===== src/rtl/switch_debouncer.sv =====
// switch_debouncer
// Per-bit conditioner for raw, asynchronous, bouncy pin inputs. Each bit is
// synchronised through two flops and then filtered by its own stability
// counter: a new level is accepted only after the synchronised input has
// differed from the current debounced level for STABLE consecutive cycles.
//
// Output contract: O is a registered level. RISE/FALL are registered,
// single-cycle strobes that qualify a change of O in the same cycle O first
// shows the new value. There is no back-pressure; a strobe is lost if the
// consumer does not sample it in that cycle. CHANGED is the OR of all strobes.
//
// Latency: with I held from just before edge 0, O updates at edge STABLE+1.
// Reset clears the synchroniser, counters, levels and strobes. A reset that
// drops O from 1 to 0 does not produce a FALL strobe.

module switch_debouncer #(
    parameter int WIDTH     = 5,
    parameter int STABLE    = 50000,
    parameter int CNT_WIDTH = 16
) (
    input  logic             CLK,
    input  logic             RESET,
    input  logic [WIDTH-1:0] I,
    output logic [WIDTH-1:0] O,
    output logic [WIDTH-1:0] RISE,
    output logic [WIDTH-1:0] FALL,
    output logic             CHANGED
);

    // Terminal count: the counter value at which the next differing sample
    // completes a run of STABLE differing samples.
    localparam logic [CNT_WIDTH-1:0] CNT_LAST = CNT_WIDTH'(STABLE - 1);
    localparam logic [CNT_WIDTH-1:0] CNT_ONE  = CNT_WIDTH'(1);

    // Reject parameter sets that the counter cannot represent.
    generate
        if (STABLE < 1) begin : g_bad_stable
            $error("switch_debouncer: STABLE must be at least 1");
        end
        if ((64'd1 << CNT_WIDTH) < 64'(STABLE)) begin : g_bad_cnt_width
            $error("switch_debouncer: CNT_WIDTH too small for STABLE");
        end
    endgenerate

    // Synchroniser stages; nothing sits between them.
    logic [WIDTH-1:0] s1;
    logic [WIDTH-1:0] s2;

    // One stability counter per bit; never exceeds STABLE-1.
    logic [CNT_WIDTH-1:0] cnt [WIDTH];

    // Two-flop synchroniser bringing the asynchronous pins into CLK.
    always_ff @(posedge CLK) begin
        if (RESET) begin
            s1 <= '0;
            s2 <= '0;
        end else begin
            s1 <= I;
            s2 <= s1;
        end
    end

    // Per-bit filter: count consecutive cycles where s2 differs from O and
    // accept the new level (with a one-cycle strobe) at the terminal count.
    // Any cycle where s2 agrees with O discards the partial count.
    always_ff @(posedge CLK) begin
        for (int b = 0; b < WIDTH; b++) begin
            if (RESET) begin
                cnt[b]  <= '0;
                O[b]    <= 1'b0;
                RISE[b] <= 1'b0;
                FALL[b] <= 1'b0;
            end else if (s2[b] == O[b]) begin
                cnt[b]  <= '0;
                RISE[b] <= 1'b0;
                FALL[b] <= 1'b0;
            end else if (cnt[b] == CNT_LAST) begin
                O[b]    <= s2[b];
                cnt[b]  <= '0;
                RISE[b] <= s2[b];
                FALL[b] <= ~s2[b];
            end else begin
                cnt[b]  <= cnt[b] + CNT_ONE;
                RISE[b] <= 1'b0;
                FALL[b] <= 1'b0;
            end
        end
    end

    // Any-bit change indicator, derived only from registered strobes.
    always_comb begin
        CHANGED = |(RISE | FALL);
    end

endmodule


===== config.mk =====
export PLATFORM = sky130hd
export DESIGN_NAME = switch_debouncer
export DESIGN_NICKNAME = d
export VERILOG_FILES = /design/src/rtl/switch_debouncer.sv
export SDC_FILE = /design/constraint.sdc
export NUM_CORES = 1
export LEC_CHECK = 0
export CAP_MARGIN = 15
export CORE_MARGIN = 2
export CORE_UTILIZATION = 55
export DETAILED_ROUTE_END_ITERATION = 10
export PLACE_DENSITY = 0.76
export SETUP_SLACK_MARGIN = 0.5
export SLEW_MARGIN = 20
export SYNTH_ARGS = -nofsm -noshare
export SYNTH_HDL_FRONTEND = slang
export SYNTH_SLANG_ARGS = --single-unit

===== constraint.sdc =====
create_clock -name CLK -period 2.05 [get_ports CLK]
set_input_delay 0.41 -clock CLK [delete_from_list [all_inputs] [get_ports CLK]]
set_output_delay 0.41 -clock CLK [all_outputs]
set_load 0.05 [all_outputs]

==> flow_summary.toml <==
[status]
status = "finished with violations"
violations = "negative setup slack"

[power_and_ir_drop]
p_switching_mw = 1.01
clkPwrFrac = 0.325
seqPwrFrac = 0.588
ir_worst_vdd_mv = 0.380
power.density_nw_per_um2 = 564
p_sw_frac = 0.244
p_leak_nw = 2.62
power.internal_mw = 3.14
p_comb_frac = 0.088

[grt]
grt_pass1_wl_um = 18600
grt_antenna_before_repair = 0
grt_use_total = 0.236
gr-total-overflow = 0
grt_pass1_vias = 4085
grt_max_degree = 19

[finish]
seq_area_sq_um = 2910
multi_input_area_sq_um = 3170
antennaDiodeCount = 0
nFillCells = 540
area_growth_syn_to_layout_pct = 42.3
drive_gt1_frac = 0.327
nets = 680

[synth]
syn_area_per_cell_sq_um = 10.7
ys_warn_count = 0
synthArstFlopShare = 0
synth_seq_cells = 105
synth_cells = 483
synthFlopType = "edfxtp_1"
synth_seq_area_share = 0.561
synth_edf_count = 80
syn_area_sq_um = 5170
synth_cell_types = 40

[critical_path]
endpoint_kind = "flip-flop"
path_max_fanout = 14
criticalPathCategory = "flip-flop to flip-flop"
critPathLaunchType = "flip-flop"
reg2reg_depth = 5
cp.arrival_ns = 2.26
cp.required_ns = 2.18

[clock_tree]
h-tree-depth = 3
clk_path_buf_depth = 2
clk_latency_ns = 0.38
path_clk_slew_ns = 0.11
clock_sinks = 105
cts_tree = "done"
ctsHoldBuffers = 0
numCtsBuffers = 9
clockRootBuffer = "clkbuf_8"

[sta]
tns_ns = -1.24
drv_slew = 0
finClkSkew_ns = 0.0159
layout_setup_ws_ns = -0.0849
finalSetupViolCount = 30
fmax_mhz = 468
hold_viol = 0
rsz0062_at_grt = "yes"
relSlewSlack = 0.477
tightest_slew_ns = 0.782
fin_crit_ns = 2.13
post-route-period-util = 1.04

[routing]
routed_wl_um = 12400
ant_nets = 0
first_pass_iters = 6
viasPerCell = 5.34
drcViolationCount = 0
drt-initial-drc-count = 170
vias = 4188
routedWlPerCell_um = 15.9

[place]
gp_congestion = 0.817
post-dp-hpwl_um = 7380
portBuffers = 22
dp_slack_ns = -0.0524

[die]
boundaryPins = 23
chipHeight_um = 101
rows = 35
die_area_sq_um = 10200
initial_core_util = 0.563
die-width_um = 101
core_area_sq_um = 9200

[min_path]
min_path_cells = 1
hold_class = "flip-flop to flip-flop"

[job]
cap_violations = 0
[state kept, by name (all words and copies together), names as in the netlist]
signal and cells:
FALL 5, O 5, RISE 5, cnt 80, s1 5, s2 5
[timing repair]
action | CTS | global route
pin swaps | 12 | 24
gates resized for setup | 152 | 88
buffers inserted | 27 | 20
gates cloned | 1 | 2
endpoints found under the setup margin | 100 | 92
[Yosys cell counts, drive strengths merged (4+ instances only)]
library cell / instances / area [sq um]
nand3: 26 / 130
or3: 5 / 31.3
o21ai: 5 / 28.8
nor4b: 4 / 35.0
nor4: 25 / 156
dfxtp: 25 / 500
clkbuf: 5 / 18.8
xor2: 18 / 158
nor2b: 13 / 81.3
xnor2: 53 / 464
inv: 15 / 56.3
and3: 7 / 43.8
or4: 5 / 41.3
nor3: 24 / 120
nor2: 85 / 319
a21oi: 5 / 25.0
buf: 5 / 35.0
nand4: 24 / 150
nand2b: 7 / 43.8
edfxtp: 80 / 2400
ha: 5 / 62.6
nand2: 20 / 77.6
[placed cells by master (no fill, tap or decap), types with 3 or more instances in the layout]
cell             netlist  final
and3_4                 0      3
conb_1                 1     80
nor4_2                 0      8
nand3_1               26     24
or4_4                  1      3
buf_4                  2     70
nor2_4                 0     47
edfxtp_1              80     80
inv_1                 15     15
xnor2_1               53     53
and4_1                 3      3
buf_2                  1     13
nor2b_1               13     12
nand2b_1               7      6
nand4_1               24     24
buf_12                 0      5
clkbuf_8               0     10
nor4_4                 0      3
nor2_2                 0     10
clkdlybuf4s50_1        0      6
or3_4                  0      3
ha_1                   5      3
dfxtp_1               25     22
buf_6                  1      7
nor4_1                25     14
a21oi_1                5      4
nor3_1                24     22
xor2_1                18     16
nand2_1               19     18
nor2_1                85     28
dfxtp_2                0      3
and3_1                 7      4
mux2i_1                3      3
[final cells by class]
type | instances | share of cell area
tap | 111 | 0.0189
sequential | 105 | 0.395
timing repair buffer | 104 | 0.119
clock buffer | 10 | 0.0187
inverter | 15 | 0.00765
multi-input combinational | 433 | 0.431
clock inverter | 6 | 0.0100
[cells by family after synthesis]
| family | share of synthesized area |
|---|---|
| XOR/XNOR | 0.120 |
| multiplexers | 0.00580 |
| adder cells (fa/ha/maj) | 0.0121 |
| buffers and inverters | 0.0213 |
| other | 0.000725 |
| AO/OA/AOI/OAI | 0.0135 |
| AND/OR/NAND/NOR | 0.265 |
| flip-flops | 0.561 |
[critical path: stages (launching register included)]
cell and delay (ns):
edfxtp_1 0.41, or4b_4 0.55, or4_4 0.55, o21ai_4 0.16
buf_12 0.15, nor2_1 0.06
[power groups by stage]
| stage | combinational, mW | clock, mW | sequential [mW] |
|---|---|---|---|
| after floorplan | 0.148 | 0 | 2.47 |
| after global placement | 0.218 | 0 | 2.48 |
| after detailed placement | 0.223 | 0 | 2.49 |
| after CTS | 0.284 | 1.37 | 2.43 |
| after global routing | 0.396 | 1.46 | 2.45 |
| final | 0.364 | 1.35 | 2.44 |
[metrics by stage]
step | hold WS (ns) | area, sq um | power (mW) | util | instances
detailed placement | 0.426 | 6110 | 2.71 | 0.665 | 718
floorplan | 0.414 | 5570 | 2.62 | - | 562
global route | 0.481 | 7360 | 4.30 | 0.801 | 784
global placement | 0.419 | 6110 | 2.70 | 0.665 | 718
finish | 0.453 | 7360 | 4.15 | 0.801 | 784
CTS | 0.456 | 6840 | 4.09 | 0.744 | 762
[metal layers]
layer / wire length (um) / GRT usage / up-vias
li1: - / - / 2032
met1: 4860 / 0.265 / 2039
met2: 6930 / 0.439 / 98
met3: 464 / 0.0534 / 19
met4: 182 / 0.0832 / 0
met5: 0 / 0 / -
[worst paths after layout]
kind / to / startpoint / slack, ns
min reg2reg: s2[4]$_SDFF_PP0_ / s1[4]$_SDFF_PP0_ / 0.45
min: s2[4]$_SDFF_PP0_ / s1[4]$_SDFF_PP0_ / 0.45
max: cnt[1][3]$_SDFFCE_PN0P_ / cnt[1][13]$_SDFFCE_PN0P_ / -0.08
max reg2reg: cnt[1][3]$_SDFFCE_PN0P_ / cnt[1][13]$_SDFFCE_PN0P_ / -0.08
Power figures use the tool's default switching activity.
